[src/rtl/inst_sram_port_arbiter.sv]
// Two-port arbiter for the instruction SRAM data port: p0 = core fetch,
// p1 = AXI slave adapter. Ownership is held while responses are
// outstanding, grants are sticky up to BURST_LIMIT when the peer waits,
// and issue stops at MAX_OUTSTANDING unanswered requests.
// Ports: clk_i/reset_i; pN_data_* request/grant/response per port;
// mem_data_* SRAM side; owner_o, busy_o, resp_err_o status.
`timescale 1ns/1ps
module inst_sram_port_arbiter #(
  parameter int ADDR_WIDTH      = 32,
  parameter int DATA_WIDTH      = 32,
  parameter int MAX_OUTSTANDING = 2,
  parameter int BURST_LIMIT     = 4
) (
  input  logic                    clk_i,
  input  logic                    reset_i,
  input  logic                    p0_data_req_i,
  input  logic [ADDR_WIDTH-1:0]   p0_data_addr_i,
  input  logic                    p0_data_we_i,
  input  logic [DATA_WIDTH/8-1:0] p0_data_be_i,
  input  logic [DATA_WIDTH-1:0]   p0_data_wdata_i,
  output logic                    p0_data_gnt_o,
  output logic                    p0_data_rvalid_o,
  output logic [DATA_WIDTH-1:0]   p0_data_rdata_o,
  input  logic                    p1_data_req_i,
  input  logic [ADDR_WIDTH-1:0]   p1_data_addr_i,
  input  logic                    p1_data_we_i,
  input  logic [DATA_WIDTH/8-1:0] p1_data_be_i,
  input  logic [DATA_WIDTH-1:0]   p1_data_wdata_i,
  output logic                    p1_data_gnt_o,
  output logic                    p1_data_rvalid_o,
  output logic [DATA_WIDTH-1:0]   p1_data_rdata_o,
  output logic                    mem_data_req_o,
  output logic [ADDR_WIDTH-1:0]   mem_data_addr_o,
  output logic                    mem_data_we_o,
  output logic [DATA_WIDTH/8-1:0] mem_data_be_o,
  output logic [DATA_WIDTH-1:0]   mem_data_wdata_o,
  input  logic                    mem_data_gnt_i,
  input  logic                    mem_data_rvalid_i,
  input  logic [DATA_WIDTH-1:0]   mem_data_rdata_i,
  output logic                    owner_o,
  output logic                    busy_o,
  output logic                    resp_err_o
);

  localparam int OW = $clog2(MAX_OUTSTANDING + 1);
  localparam int BW = $clog2(BURST_LIMIT + 1);
  localparam logic [OW-1:0] MAX_O = OW'(MAX_OUTSTANDING);
  localparam logic [BW-1:0] BL = BW'(BURST_LIMIT);

  logic          owner_q;
  logic [OW-1:0] outst_q;
  logic [BW-1:0] burst_q;

  logic          rsp_ok;
  logic [OW-1:0] eff;
  logic          sel;
  logic          sel_req;
  logic          accept;

  always_comb begin
    rsp_ok = mem_data_rvalid_i && (outst_q != '0) && !reset_i;
    eff    = outst_q - OW'(rsp_ok);
    sel    = owner_q;
    // Ownership is locked while anything remains unanswered, so every
    // response can be steered by owner_q alone.
    if (eff == '0) begin
      if (p0_data_req_i && !p1_data_req_i) begin
        sel = 1'b0;
      end else if (p1_data_req_i && !p0_data_req_i) begin
        sel = 1'b1;
      end else if (p0_data_req_i && p1_data_req_i) begin
        sel = (burst_q >= BL) ? !owner_q : owner_q;
      end
    end
    sel_req = sel ? p1_data_req_i : p0_data_req_i;
    mem_data_req_o = sel_req && (eff < MAX_O) && !reset_i;
    accept = mem_data_req_o && mem_data_gnt_i;
  end

  always_comb begin
    mem_data_addr_o  = p0_data_addr_i;
    mem_data_we_o    = p0_data_we_i;
    mem_data_be_o    = p0_data_be_i;
    mem_data_wdata_o = p0_data_wdata_i;
    if (sel) begin
      mem_data_addr_o  = p1_data_addr_i;
      mem_data_we_o    = p1_data_we_i;
      mem_data_be_o    = p1_data_be_i;
      mem_data_wdata_o = p1_data_wdata_i;
    end
  end

  always_comb begin
    p0_data_gnt_o    = accept && !sel;
    p1_data_gnt_o    = accept && sel;
    p0_data_rvalid_o = rsp_ok && !owner_q;
    p1_data_rvalid_o = rsp_ok && owner_q;
    p0_data_rdata_o  = mem_data_rdata_i;
    p1_data_rdata_o  = mem_data_rdata_i;
    resp_err_o       = mem_data_rvalid_i && (outst_q == '0) && !reset_i;
    busy_o           = (outst_q != '0);
    owner_o          = owner_q;
  end

  always_ff @(posedge clk_i or posedge reset_i) begin
    if (reset_i) begin
      owner_q <= 1'b0;
      outst_q <= '0;
      burst_q <= '0;
    end else begin
      outst_q <= eff + OW'(accept);
      if (accept) begin
        owner_q <= sel;
        if (sel == owner_q) begin
          burst_q <= (burst_q >= BL) ? BL : burst_q + BW'(1);
        end else begin
          burst_q <= BW'(1);
        end
      end
    end
  end

endmodule

[config.mk]
export PLATFORM = sky130hd
export DESIGN_NAME = inst_sram_port_arbiter
export DESIGN_NICKNAME = d
export VERILOG_FILES = /design/src/rtl/inst_sram_port_arbiter.sv
export SDC_FILE = /design/constraint.sdc
export NUM_CORES = 1
export LEC_CHECK = 0
export CORE_AREA = 2 2 123 125
export CTS_BUF_LIST = sky130_fd_sc_hd__clkbuf_4 sky130_fd_sc_hd__clkbuf_8
export CTS_CLUSTER_DIAMETER = 30
export CTS_CLUSTER_SIZE = 28
export DETAILED_ROUTE_END_ITERATION = 7
export DIE_AREA = 0 0 125 127
export GPL_ROUTABILITY_DRIVEN = 0
export RECOVER_POWER = 100
export REMOVE_ABC_BUFFERS = 1
export SYNTH_ARGS = -nofsm -noshare
export SYNTH_HDL_FRONTEND = slang
export SYNTH_SLANG_ARGS = --single-unit
[constraint.sdc]
create_clock -name clk_i -period 6.54 [get_ports clk_i]
set_input_delay 0.654 -clock clk_i [delete_from_list [all_inputs] [get_ports clk_i]]
set_output_delay 0.654 -clock clk_i [all_outputs]
set_load 0.01 [all_outputs]
==> impl_metrics.json, run 1 <==
{
  "rr_worst_depth": 8,
  "p_leak_nw": 1.57,
  "antenna-diode-count": 0,
  "core_mm2": 0.0144,
  "max_slew_margin_pct": 64.9,
  "p_sw_uw": 479,
  "yosys.area.top_type": "mux2_4",
  "fp.dieArea_mm2": 0.0159,
  "num_io_pins": 317,
  "use_met1_pct": 14.4,
  "top_usage_layer": "met2",
  "first_global_vias": 2176,
  "wire_per_inst_um": 20.4,
  "ant_nets": 0,
  "hold_path_startpoint": "burst_q[0]$_DFFE_PP0N_",
  "share_seq_of_total_power_pct": 6.4,
  "vias_per_cell": 3.79,
  "drv_cap": 0,
  "clkTransAtPathRegs_ns": 0.04,
  "fmax_mhz": 210,
  "power_density_mw_per_mm2": 317,
  "synth_top_area_share_pct": 48.9,
  "track_usage_pct": 12.4,
  "cts-root-buf": "clkbuf_8",
  "syn_area_per_cell_um2": 10.7,
  "synth_xor_area_share_pct": 0.851,
  "synthSimpleGateAreaFrac_pct": 4.86,
  "synth_area_mm2": 0.00206,
  "cp.arrival_ns": 4.11,
  "r2r_end": "owner_o$_DFFE_PP0N_",
  "rows": 44,
  "r2r_start": "outst_q[1]$_DFF_PP0_",
  "slowest_delay_ns": 0.61,
  "post-route-drc-count": 0,
  "synthCells": 192,
  "numCtsBuffers": 3,
  "io_buffers": 220,
  "clockBufferDepth": 2,
  "layout_commonest_cell": "clkdlybuf4s50_1",
  "grt_max_degree": 42,
  "drtPass1Iterations": 3,
  "synth_compound_area_share_pct": 2.74,
  "crit_chain": "dlygate4sd3_1 > inv_1 > nand2_1 > nor2_1 > ha_1 > nor2b_1 > o2111ai_1 > nand3_4 > buf_12 > mux2_4 > dlygate4sd3_1",
  "htreeDepth": 1,
  "sw_frac_of_total_pct": 39.0,
  "wl_um": 10800,
  "endpoint_kind": "primary output",
  "synth_top_family_by_area": "multiplexers",
  "fill_cells": 1552,
  "report.final.slew_viol_count": 0,
  "tritoncts": "done",
  "grtUsageMet3_pct": 8.88,
  "final_cell_mix": "clkdlybuf4s50_1, dlygate4sd3_1, mux2_4, mux2_1, inv_1",
  "die_y_um": 127,
  "start_kind": "input port",
  "cts.sinks": 6,
  "antenna_found_initial": 0,
  "fin_crit_sh_pct": 72.8,
  "synth-seq-area-share_pct": 7.29,
  "synthMuxAreaShare_pct": 52.6,
  "crit_fanout": 41,
  "holdPathEnd": "burst_q[0]$_DFFE_PP0N_",
  "drtIter0Drc": 41,
  "worst-slew-pin-transition_ns": 0.525,
  "die_w_um": 125,
  "rsz0062_at_grt": "false",
  "nets": 526,
  "synthTopCellsByArea": "mux2_4, buf_4, dfrtp_1",
  "setup_viol": 0,
  "post_cts_buffers": 0,
  "peakVddDrop_v": 0.000116,
  "synthToLayoutAreaGrowth_pct": 87.8,
  "dpl.hpwl_um": 9320,
  "ys_ff_latch": 6,
  "synth_fa_ha_area_share_pct": 2.43,
  "crit_path_frequent_cell": "dlygate4sd3_1",
  "worstSkewPairLatency_ns": 0.22,
  "post-route-util_pct": 26.8,
  "hold_path_class": "reg -> reg",
  "fin_crit_ns": 4.76,
  "worstHoldPathCells": 1,
  "grt_pass1_wl_um": 14700,
  "regToRegSetupSlack_ns": 3.96,
  "comb_power_share_pct": 89.0,
  "hold_violations": 0,
  "cts_resized": 0,
  "skew_ns": 0.000697,
  "grt_util_met2_pct": 18.4,
  "yosysWarnings": 0,
  "power_frac_clock_pct": 4.5,
  "fin_tns_setup_ns": 0,
  "grt_overflow_total": 0,
  "crit_type": "in -> out",
  "start_util_pct": 14.3,
  "crit_required_ns": 5.89,
  "drive_gt1_share_pct": 13.7,
  "num_vias": 2003,
  "p_int_uw": 748,
  "slowest_stage": "dlygate4sd3_1",
  "outcome": "finished clean",
  "ys_types": 26,
  "cts_hold_buf": 0
}
[synthesized netlist by cell type (all sizes together)]
| master | count |
|---|---|
| mux2i | 2 |
| o2111ai | 1 |
| and2 | 2 |
| o32ai | 1 |
| nand3 | 1 |
| o21ai | 2 |
| inv | 10 |
| xor2 | 2 |
| a31oi | 1 |
| dfrtp | 6 |
| nor2b | 2 |
| nand3b | 2 |
| ha | 4 |
| nand2 | 2 |
| nor3 | 2 |
| nor2 | 5 |
| mux2 | 72 |
| nand2b | 1 |
| buf | 72 |
| a21oi | 1 |
| o211ai | 1 |
[registers in the layout (all words and copies together), names as in the netlist]
| register | flops |
|---|---|
| owner_o | 1 |
| outst_q | 2 |
| burst_q | 3 |
[cells by family after synthesis]
| family | after synthesis |
|---|---|
| and+or+nand+nor | 17 |
| xor gates and xnor gates | 2 |
| adders and majority gates | 4 |
| DFF | 6 |
| buffers and inverters | 82 |
| AOI/OAI and AO/OA | 7 |
| muxes | 74 |
[power groups by stage]
stage | Combinational, mW | Sequential [mW] | Clock, mW
2_1_floorplan | 0.744 | 0.0751 | 0
3_3_place_gp | 1.25 | 0.0801 | 0
3_5_place_dp | 1.26 | 0.0810 | 0
4_1_cts | 1.27 | 0.0805 | 0.0578
5_1_grt | 1.17 | 0.0841 | 0.0594
6_report | 1.09 | 0.0790 | 0.0557
[layout make-up]
class                           instances  area, um2  area share [%]
Timing Repair Buffer                  221       2220            57.5
Multi-Input combinational cell        104       1180            30.6
Sequential cell                         6        150            3.88
Clock buffer                            3       41.3            1.07
Tap cell                              184        230            5.96
Inverter                               10       37.5           0.971
[worst max path at each step]
| stage | from | to | depth (start not counted) |
|---|---|---|---|
| 2_1_floorplan | reset_i | mem_data_addr_o[31] | 8 |
| 3_3_place_gp | reset_i | mem_data_we_o | 11 |
| 3_5_place_dp | reset_i | mem_data_addr_o[31] | 11 |
| 4_1_cts | reset_i | mem_data_addr_o[31] | 11 |
| 5_1_grt | reset_i | mem_data_addr_o[11] | 11 |
| 6_report | reset_i | mem_data_addr_o[11] | 11 |
[stage by stage]
| step | instances | power (mW) | setup WS, ns | area [um2] | hold slack (ns) |
|---|---|---|---|---|---|
| floorplan | 120 | 0.819 | 2.88 | 1490 | 0.458 |
| global placement | 525 | 1.33 | 1.87 | 3950 | 0.543 |
| detailed placement | 525 | 1.34 | 1.82 | 3950 | 0.556 |
| CTS | 528 | 1.41 | 1.82 | 3990 | 0.563 |
| global route | 528 | 1.31 | 1.49 | 3860 | 0.595 |
| finish | 528 | 1.23 | 1.78 | 3860 | 0.561 |
[metal layers]
| metal | vias up | wire length, um | share of wire [%] |
|---|---|---|---|
| met5 | - | 62 | 0.58 |
| met4 | 2 | 38 | 0.35 |
| met3 | 6 | 1650 | 15 |
| met2 | 189 | 4610 | 43 |
| met1 | 911 | 4420 | 41 |
| li1 | 895 | - | - |
[worst max-delay path, delay by kind of cell]
family                   cells  cell delay, ns
AO/OA/AOI/OAI                1            0.16
AND/OR/NAND/NOR              4            0.85
adder cells (fa/ha/maj)      1            0.26
buffers and inverters        4            1.80
multiplexers                 1            0.33
Note: power is estimated with default switching activity, not from simulation.
==> run 2, diff against run 1 <==
- CORE_AREA: 2 2 123 125 -> 2 2 122 124
- DIE_AREA: 0 0 125 127 -> 0 0 124 126
- clock period: 6.54 -> 4.35 ns (I/O delays scaled with it)
==> run 2 against run 1 <==
  * Critical path depth did not move
  * Power is 66% higher
  * Design area grew 3.4%
  * Global-route usage down 0.25 points
  * Sequential share of layout area fell by 0.13 points
  * Hold slack gained 0.0048 ns
  * Critical endpoint is now mem_data_addr_o[12]
==> impl_metrics.json, run 2 (synthesis gave the netlist of run 1 again) <==
{
  "fp.dieArea_mm2": 0.0156,
  "vias_per_cell": 3.75,
  "numCtsBuffers": 3,
  "wl_um": 10400,
  "num_vias": 1982,
  "clkTransAtPathRegs_ns": 0.04,
  "p_leak_nw": 1.69,
  "total_power_mw": 2.04,
  "core_mm2": 0.0143,
  "ant_nets": 0,
  "grt_pass1_wl_um": 13800,
  "drv_cap": 0,
  "worstSkewPairLatency_ns": 0.22,
  "drtPass1Iterations": 4,
  "drtIter0Drc": 35,
  "nets": 527,
  "die_w_um": 124,
  "antenna-diode-count": 0,
  "htreeDepth": 1,
  "peakVddDrop_v": 0.000339,
  "cts_hold_buf": 0,
  "hold_violations": 0,
  "num_io_pins": 317,
  "fin_crit_sh_pct": 90.8,
  "final_cell_mix": "clkdlybuf4s50_1, mux2_4, dlygate4sd3_1, inv_1, dfrtp_1",
  "track_usage_pct": 12.1,
  "placed_area_mm2": 0.00397,
  "setup_viol": 0,
  "layout_commonest_cell": "clkdlybuf4s50_1",
  "post_cts_buffers": 0,
  "drive_gt1_share_pct": 22.9,
  "largest_reg_flops": 3,
  "tritoncts": "done",
  "crit_required_ns": 3.91,
  "cts_resized": 0,
  "outcome": "finished clean",
  "rows": 44,
  "cts.sinks": 6,
  "synthToLayoutAreaGrowth_pct": 94.1,
  "report.final.slew_viol_count": 0,
  "antenna_found_initial": 0,
  "placedCellCount": 526,
  "rsz0062_at_grt": "false",
  "endpoint_kind": "primary output",
  "post-route-drc-count": 0,
  "power_density_mw_per_mm2": 511,
  "dpl.hpwl_um": 9180,
  "start_kind": "input port",
  "grt_max_degree": 40,
  "top_register": "burst_q",
  "fin_tns_setup_ns": 0,
  "clockBufferDepth": 2,
  "stdcell_count": 529,
  "max_slew_margin_pct": 68.7,
  "hold_path_class": "reg -> reg",
  "fill_cells": 1504,
  "cts-root-buf": "clkbuf_8",
  "io_buffers": 220,
  "worst-slew-pin-transition_ns": 0.468,
  "crit_fanout": 39,
  "first_global_vias": 2099,
  "grt_overflow_total": 0,
  "fin_crit_ns": 3.95,
  "cp.arrival_ns": 3.51,
  "die_y_um": 126,
  "wire_per_inst_um": 19.6,
  "fin_area_mm2": 0.00400,
  "skew_ns": 0.00100,
  "crit_type": "in -> out",
  "fmax_mhz": 253,
  "start_util_pct": 14.4
}
-- run 2: report_power, final --
group | switching (mW) | internal [mW]
registers | 0.0333 | 0.0849
logic | 0.705 | 1.14
clock network | 0.0218 | 0.0593
total | 0.760 | 1.28
-- run 2: per-layer routing --
layer / global-route usage (%) / wire length, um / vias to the layer above
met4: 1.32 / 29 / 5
met3: 9.83 / 1930 / 7
met5: 7.24 / 131 / -
met1: 13.3 / 3840 / 894
li1: - / - / 895
met2: 18.1 / 4430 / 181
-- run 2: final cells by class --
| type | instances | area (um2) | area share (%) |
|---|---|---|---|
| clock buffers | 3 | 41.3 | 1.03 |
| flip-flops and latches | 6 | 150 | 3.76 |
| repair buffers | 222 | 2240 | 56.1 |
| inverters | 10 | 37.5 | 0.940 |
| multi-input cells | 104 | 1290 | 32.4 |
| well taps | 184 | 230 | 5.76 |
-- run 2: worst paths after layout --
path                                        startpoint                     end  cells after the start  slack, ns
max in group asynchronous                      reset_i    outst_q[1]$_DFF_PP0_                      2       3.52
min in group asynchronous                      reset_i  burst_q[0]$_DFFE_PP0N_                      2       0.62
worst max register to register    outst_q[1]$_DFF_PP0_     owner_o$_DFFE_PP0N_                      8       1.98
worst max-delay path                           reset_i     mem_data_addr_o[12]                     11       0.40
worst min register to register  burst_q[0]$_DFFE_PP0N_  burst_q[0]$_DFFE_PP0N_                      1       0.57
worst min-delay path            burst_q[0]$_DFFE_PP0N_  burst_q[0]$_DFFE_PP0N_                      1       0.57
-- run 2: worst max-delay path, stage by stage --
cell           delay [ns]
dlygate4sd3_1        0.54
inv_1                0.15
nand2_1              0.17
nor2_1               0.07
ha_1                 0.31
nor2b_1              0.21
o2111ai_2            0.14
nand3_1              0.22
buf_12               0.29
mux2_4               0.32
dlygate4sd3_1        0.60
-- run 2: stage by stage --
stage	hold WS (ns)	util, %	worst slack (ns)
after global routing	0.590	27.9	0.204
after global placement	0.540	27.7	0.625
after floorplan	0.239	-	1.13
final	0.566	27.9	0.402
after detailed placement	0.563	27.7	0.569
after CTS	0.493	28.0	0.565
==> patch 1, RTL diff (flow settings as in run 2) <==
`BURST_LIMIT`: 4 -> 16.
--- a/src/rtl/inst_sram_port_arbiter.sv
+++ b/src/rtl/inst_sram_port_arbiter.sv
@@ -9,7 +9,7 @@
   parameter int ADDR_WIDTH      = 32,
   parameter int DATA_WIDTH      = 32,
   parameter int MAX_OUTSTANDING = 2,
-  parameter int BURST_LIMIT     = 4
+  parameter int BURST_LIMIT     = 16
 ) (
   input  logic                    clk_i,
   input  logic                    reset_i,
Function: changed (a bounded check fails within 10 cycles, from zero or initial values and one cycle with reset_i high).
==> patch 1 against run 2 <==
Critical path depth increased by 1. Wire length increased by 38%. Worst setup slack got worse by 0.023 ns. Design area decreased by 3.2%. Via count increased by 7.9%. Power decreased by 32%. Area after synthesis decreased by 6.3%. Sequential cell count increased by 2. Largest cell class unchanged. Synthesized cell count increased by 9.4%. Hold slack about the same.
==> patch 1: results (changes against run 2) <==
- The worst-path maximum fanout came to 72 (+85%).
- Worst reg2reg startpoint: outst_q[1]
* Max FFs per register: 5 (+2)
- The post-synthesis mux area share is 40.9% (-12 points).
- Clock Power: 0.0000910 W (+12%)
- Cells on worst reg2reg path: 8 (unchanged)
* Pleak: 1.45 nW (-15%)
- Slew @ Worst Pin: 0.522 ns (+0.0539 ns)
* Vias: 2138 (+7.9%)
- Pin count of the biggest net entering global routing: 73 (+83%)
- The maximum resistive drop on vdd came to 149 uV (-56%).
- The run finished with clean final reports.
* Final routed wirelength across all metal layers: 14300 um (+38%)
- The delay contributed by the slowest stage of the critical path is 0.63 ns (+0.03 ns).
* CP max stage cell: sky130_fd_sc_hd__dlygate4sd3_1
* Top post-synthesis cells by area: sky130_fd_sc_hd__mux2_2 (38%), sky130_fd_sc_hd__buf_4 (25%), sky130_fd_sc_hd__dfrtp_1 (10%)
- Critical path arrival: 3.54 ns (+0.03 ns)
* Wire length of the first global-routing pass: 18700 um (+35%)
- The combinational power share is 82.3% (-7.9 points).
* Worst min-delay path startpoint: burst_q[3]
- The worst clock skew on the final layout is 0.00476 ns (+0.00375 ns).
- The number of global-route vias before repair is 2420 (+15%).
- The cell family contributing the most delay on the critical path is buffers and inverters.
- The DRC violation total after the first TritonRoute iteration is 62 (+77%).
* End of the critical path: mem_data_wdata_o[6]
* Post-Synth XOR/XNOR Area: 0.908% (+0.057 points)
- Post-synthesis share of cell area spent on full adders, half adders and majority gates: 2.59% (+0.16 points)
- Worst min-delay path endpoint: burst_q[3]
- The initial antenna violation count came to 8 (+8).
- The worst reg-to-reg setup slack was 2.05 ns (+0.07 ns).
- NumNets Final: 544 (+3.2%)
* Gr usage total: 17.4% (+5.3 points)
- The number of cells on the worst hold path was 2 (+1).
- Share of the synthesized area in compound gates (AO/OA/AOI/OAI): 6.49% (+3.7 points)
- The design internal power came to 0.000833 W (-35%).
- Sequential area share after synthesis: 10.4% (+3.1 points)
- By count the netlist is led by sky130_fd_sc_hd__mux2_2 (65), sky130_fd_sc_hd__buf_4 (64), sky130_fd_sc_hd__inv_1 (9), sky130_fd_sc_hd__dfrtp_1 (8), sky130_fd_sc_hd__nor2_1 (8).
- The ratio of cells with drive above 1 in the final layout is 20.2% (-2.7 points).
- The clock input transition at the sequential cells of the worst setup and hold paths came to 0.04 ns (about the same).
* Placed wire-length estimate after detailed placement: 12700 um (+39%)
- The unique cell type count in the Yosys netlist was 33 (+27%).
- Filler cells: 1537 (+2.2%)
[patch 1: per-stage QoR]
stage	power (W)	instance area (um^2)	hold WS, ns	instances	setup slack (ns)
after floorplan	0.000745	1360	0.279	137	0.684
after global placement	0.00136	3820	0.519	543	0.616
after detailed placement	0.00138	3820	0.565	543	0.607
after CTS	0.00149	3860	0.525	546	0.594
after global routing	0.00149	3850	0.617	546	0.226
final	0.00138	3870	0.566	552	0.379
[patch 1: area by class of cell]
cell class / count / area (um^2) / area share (%)
Antenna cell: 6 / 15.0 / 0.388
Timing Repair Buffer: 222 / 2230 / 57.6
Sequential cell: 8 / 200 / 5.18
Clock buffer: 3 / 41.3 / 1.07
Tap cell: 184 / 230 / 5.95
Multi-Input combinational cell: 119 / 1120 / 28.9
Inverter: 10 / 37.5 / 0.971
[patch 1: layer usage]
metal / wire [um] / global-route usage, %
met1: 5890 / 20.6
met2: 5220 / 22.4
met3: 3120 / 18.7
met4: 15 / 0.595
met5: 71 / 3.62
==> patch 2, RTL diff (config.mk and constraints of run 2) <==
Without the edit above. Put a register stage on the output `resp_err_o`, without a reset. The value now appears one clock later. The other outputs are not delayed to match.
--- a/src/rtl/inst_sram_port_arbiter.sv
+++ b/src/rtl/inst_sram_port_arbiter.sv
@@ -46,6 +46,8 @@
   localparam int BW = $clog2(BURST_LIMIT + 1);
   localparam logic [OW-1:0] MAX_O = OW'(MAX_OUTSTANDING);
   localparam logic [BW-1:0] BL = BW'(BURST_LIMIT);
+
+  logic resp_err_d;
 
   logic          owner_q;
   logic [OW-1:0] outst_q;
@@ -97,7 +99,7 @@
     p1_data_rvalid_o = rsp_ok && owner_q;
     p0_data_rdata_o  = mem_data_rdata_i;
     p1_data_rdata_o  = mem_data_rdata_i;
-    resp_err_o       = mem_data_rvalid_i && (outst_q == '0) && !reset_i;
+    resp_err_d       = mem_data_rvalid_i && (outst_q == '0) && !reset_i;
     busy_o           = (outst_q != '0);
     owner_o          = owner_q;
   end
@@ -120,5 +122,9 @@
     end
   end
 
+  always_ff @(posedge clk_i) begin
+    resp_err_o <= resp_err_d;
+  end
+
 endmodule
 
Formal check against the unedited RTL: not equivalent (Yosys sat finds a counterexample within 4 cycles, from zero or initial values and one cycle with reset_i high).
==> patch 2 against run 2 <==
Area after synthesis rose by 0.97%. Count of clock-buffer cells in the layout rose by 1. Critical path type unchanged. Wire length fell by 0.49%. Critical path depth did not move. Worst setup slack improved by 0.0018 ns. Design area rose by 0.69%. Sequential cell count rose by 1. Power rose by 1.4%.
==> patch 2: results (changes against run 2) <==
- The number of global-route vias before repair is 2101 (+0.095%).
* Wirelength per Cell: 19.4 um (-0.87%)
- Wire length of the first global-routing pass: 13200 um (-4.0%)
- Met1 Routed Length: 3640 um (-5.1%)
* Number of cells in the finished layout apart from fillers: 531 (+0.38%)
- Gr usage total: 11.8% (-0.33 points)
- Achievable clock frequency: 0.253 GHz (about the same)
- In this run the most critical hold path is launched from burst_q[0].
- Post-Synth XOR/XNOR Area: 0.843% (-0.0082 points)
* First-pass detailed-route iteration total: 6 (+2)
- Global-route met3 utilization: 8.74% (-1.1 points)
- The tree is rooted in a sky130_fd_sc_hd__clkbuf_8.
- Distinct cell type count of the synthesized netlist: 27 (+3.8%)
- Met1 Usage GRT: 12.0% (-1.4 points)
- Global Route met2 Usage: 19.0% (+0.97 points)
* Placed wire-length estimate after detailed placement: 9080 um (-1.1%)
- The complex-gate fraction of the synthesized area came to 2.71% (-0.026 points).
- Dpl cells: 527 (+0.19%)
- The async set or reset register ratio after synthesis was 85.7% (-14 points).
- Worst setup skew after layout: 0.00332 ns (+0.00232 ns)
- Main synth FF type: sky130_fd_sc_hd__dfrtp_1
- Vias: 2051 (+3.5%)
- The antenna diode instance count is 0 (unchanged).
- Pleak: 1.71 nW (+0.74%)
* Fraction of layout instances using a drive strength above 1: 23.1% (+0.16 points)
* Number of cells produced by synthesis: 193 (+0.52%)
- The flow ran to the end, and the final reports show no timing, DRC or antenna violations.
- The met2 wirelength from detailed routing was 4770 um (+7.6%).
- The synthesized-area fraction occupied by adder cells came to 2.41% (-0.023 points).
* Slew @ Worst Pin: 0.479 ns (+0.0113 ns)
- The maximum resistive drop on vdd is 318 uV (-6.4%).
* Placement-stage worst setup slack: 0.575 ns (+0.00632 ns)
- Delay of the slowest critical-path stage: 0.61 ns
* Placement Cell Area: 0.00399 mm^2 (+0.50%)
- Yosys attributes the largest share of cell area to sky130_fd_sc_hd__mux2_4 (48%), sky130_fd_sc_hd__buf_4 (23%), sky130_fd_sc_hd__dfrtp_1 (7.2%).
- Detailed router's first-iteration violation count: 54 (+54%)
* Met3 wire len: 1700 um (-12%)
* Filler cells: 1496 (-0.53%)
- Sequential area share after synthesis: 8.19% (+0.89 points)
- Share of synthesized area spent on multiplexers: 52.1% (-0.51 points)
- The worst-path maximum fanout came to 33 (-15%).
* Capture instance of the worst register-to-register path: owner_o
-- patch 2: changes by cell type after synthesis, sizes merged --
cell / delta
dfxtp: +1
-- patch 2: cells by family (layout without fill, tap and decap cells) --
family / count (synthesis) / in the layout
mux: 74 / 74
compound gates: 7 / 7
flops: 7 / 7
simple gates: 17 / 17
buf+inv: 82 / 236
xor+xnor: 2 / 2
fa+ha+maj: 4 / 4
-- patch 2: worst max-delay path by stage --
stage                          endpoint  startpoint  slack [ns]  cells after the start
detailed placement        mem_data_we_o     reset_i        0.58                     11
CTS                       mem_data_we_o     reset_i        0.57                     11
floorplan           mem_data_addr_o[31]     reset_i        1.13                      8
global placement          mem_data_we_o     reset_i        0.61                     11
global route         mem_data_addr_o[7]     reset_i        0.20                     11
finish              mem_data_addr_o[16]     reset_i        0.40                     11
-- patch 2: power breakdown --
part           switching (W)  leakage (nW)  internal [W]
clock              0.0000280        0.0262     0.0000696
sequential         0.0000357        0.0803     0.0000955
combinational       0.000688          1.60       0.00115
total               0.000752          1.71       0.00132
-- patch 2: stage by stage --
step           hold slack (ns)  total power (W)
2_1_floorplan            0.239          0.00124
3_3_place_gp             0.550          0.00203
3_5_place_dp             0.560          0.00204
4_1_cts                  0.508          0.00215
5_1_grt                  0.589          0.00220
6_report                 0.566          0.00207
-- patch 2: final cells by class --
type,count,area share [%]
timing repair buffer,222,55.7
multi-input combinational,104,32.2
tap,184,5.72
inverter,10,0.933
sequential,7,4.23
clock buffer,4,1.21
-- patch 2: critical path: cells and delay by family --
kind	cells	cell delay (ns)
adders and majority gates	1	0.31
buffers and inverters	4	1.61
muxes	1	0.32
and+or+nand+nor	4	0.65
AOI/OAI and AO/OA	1	0.14
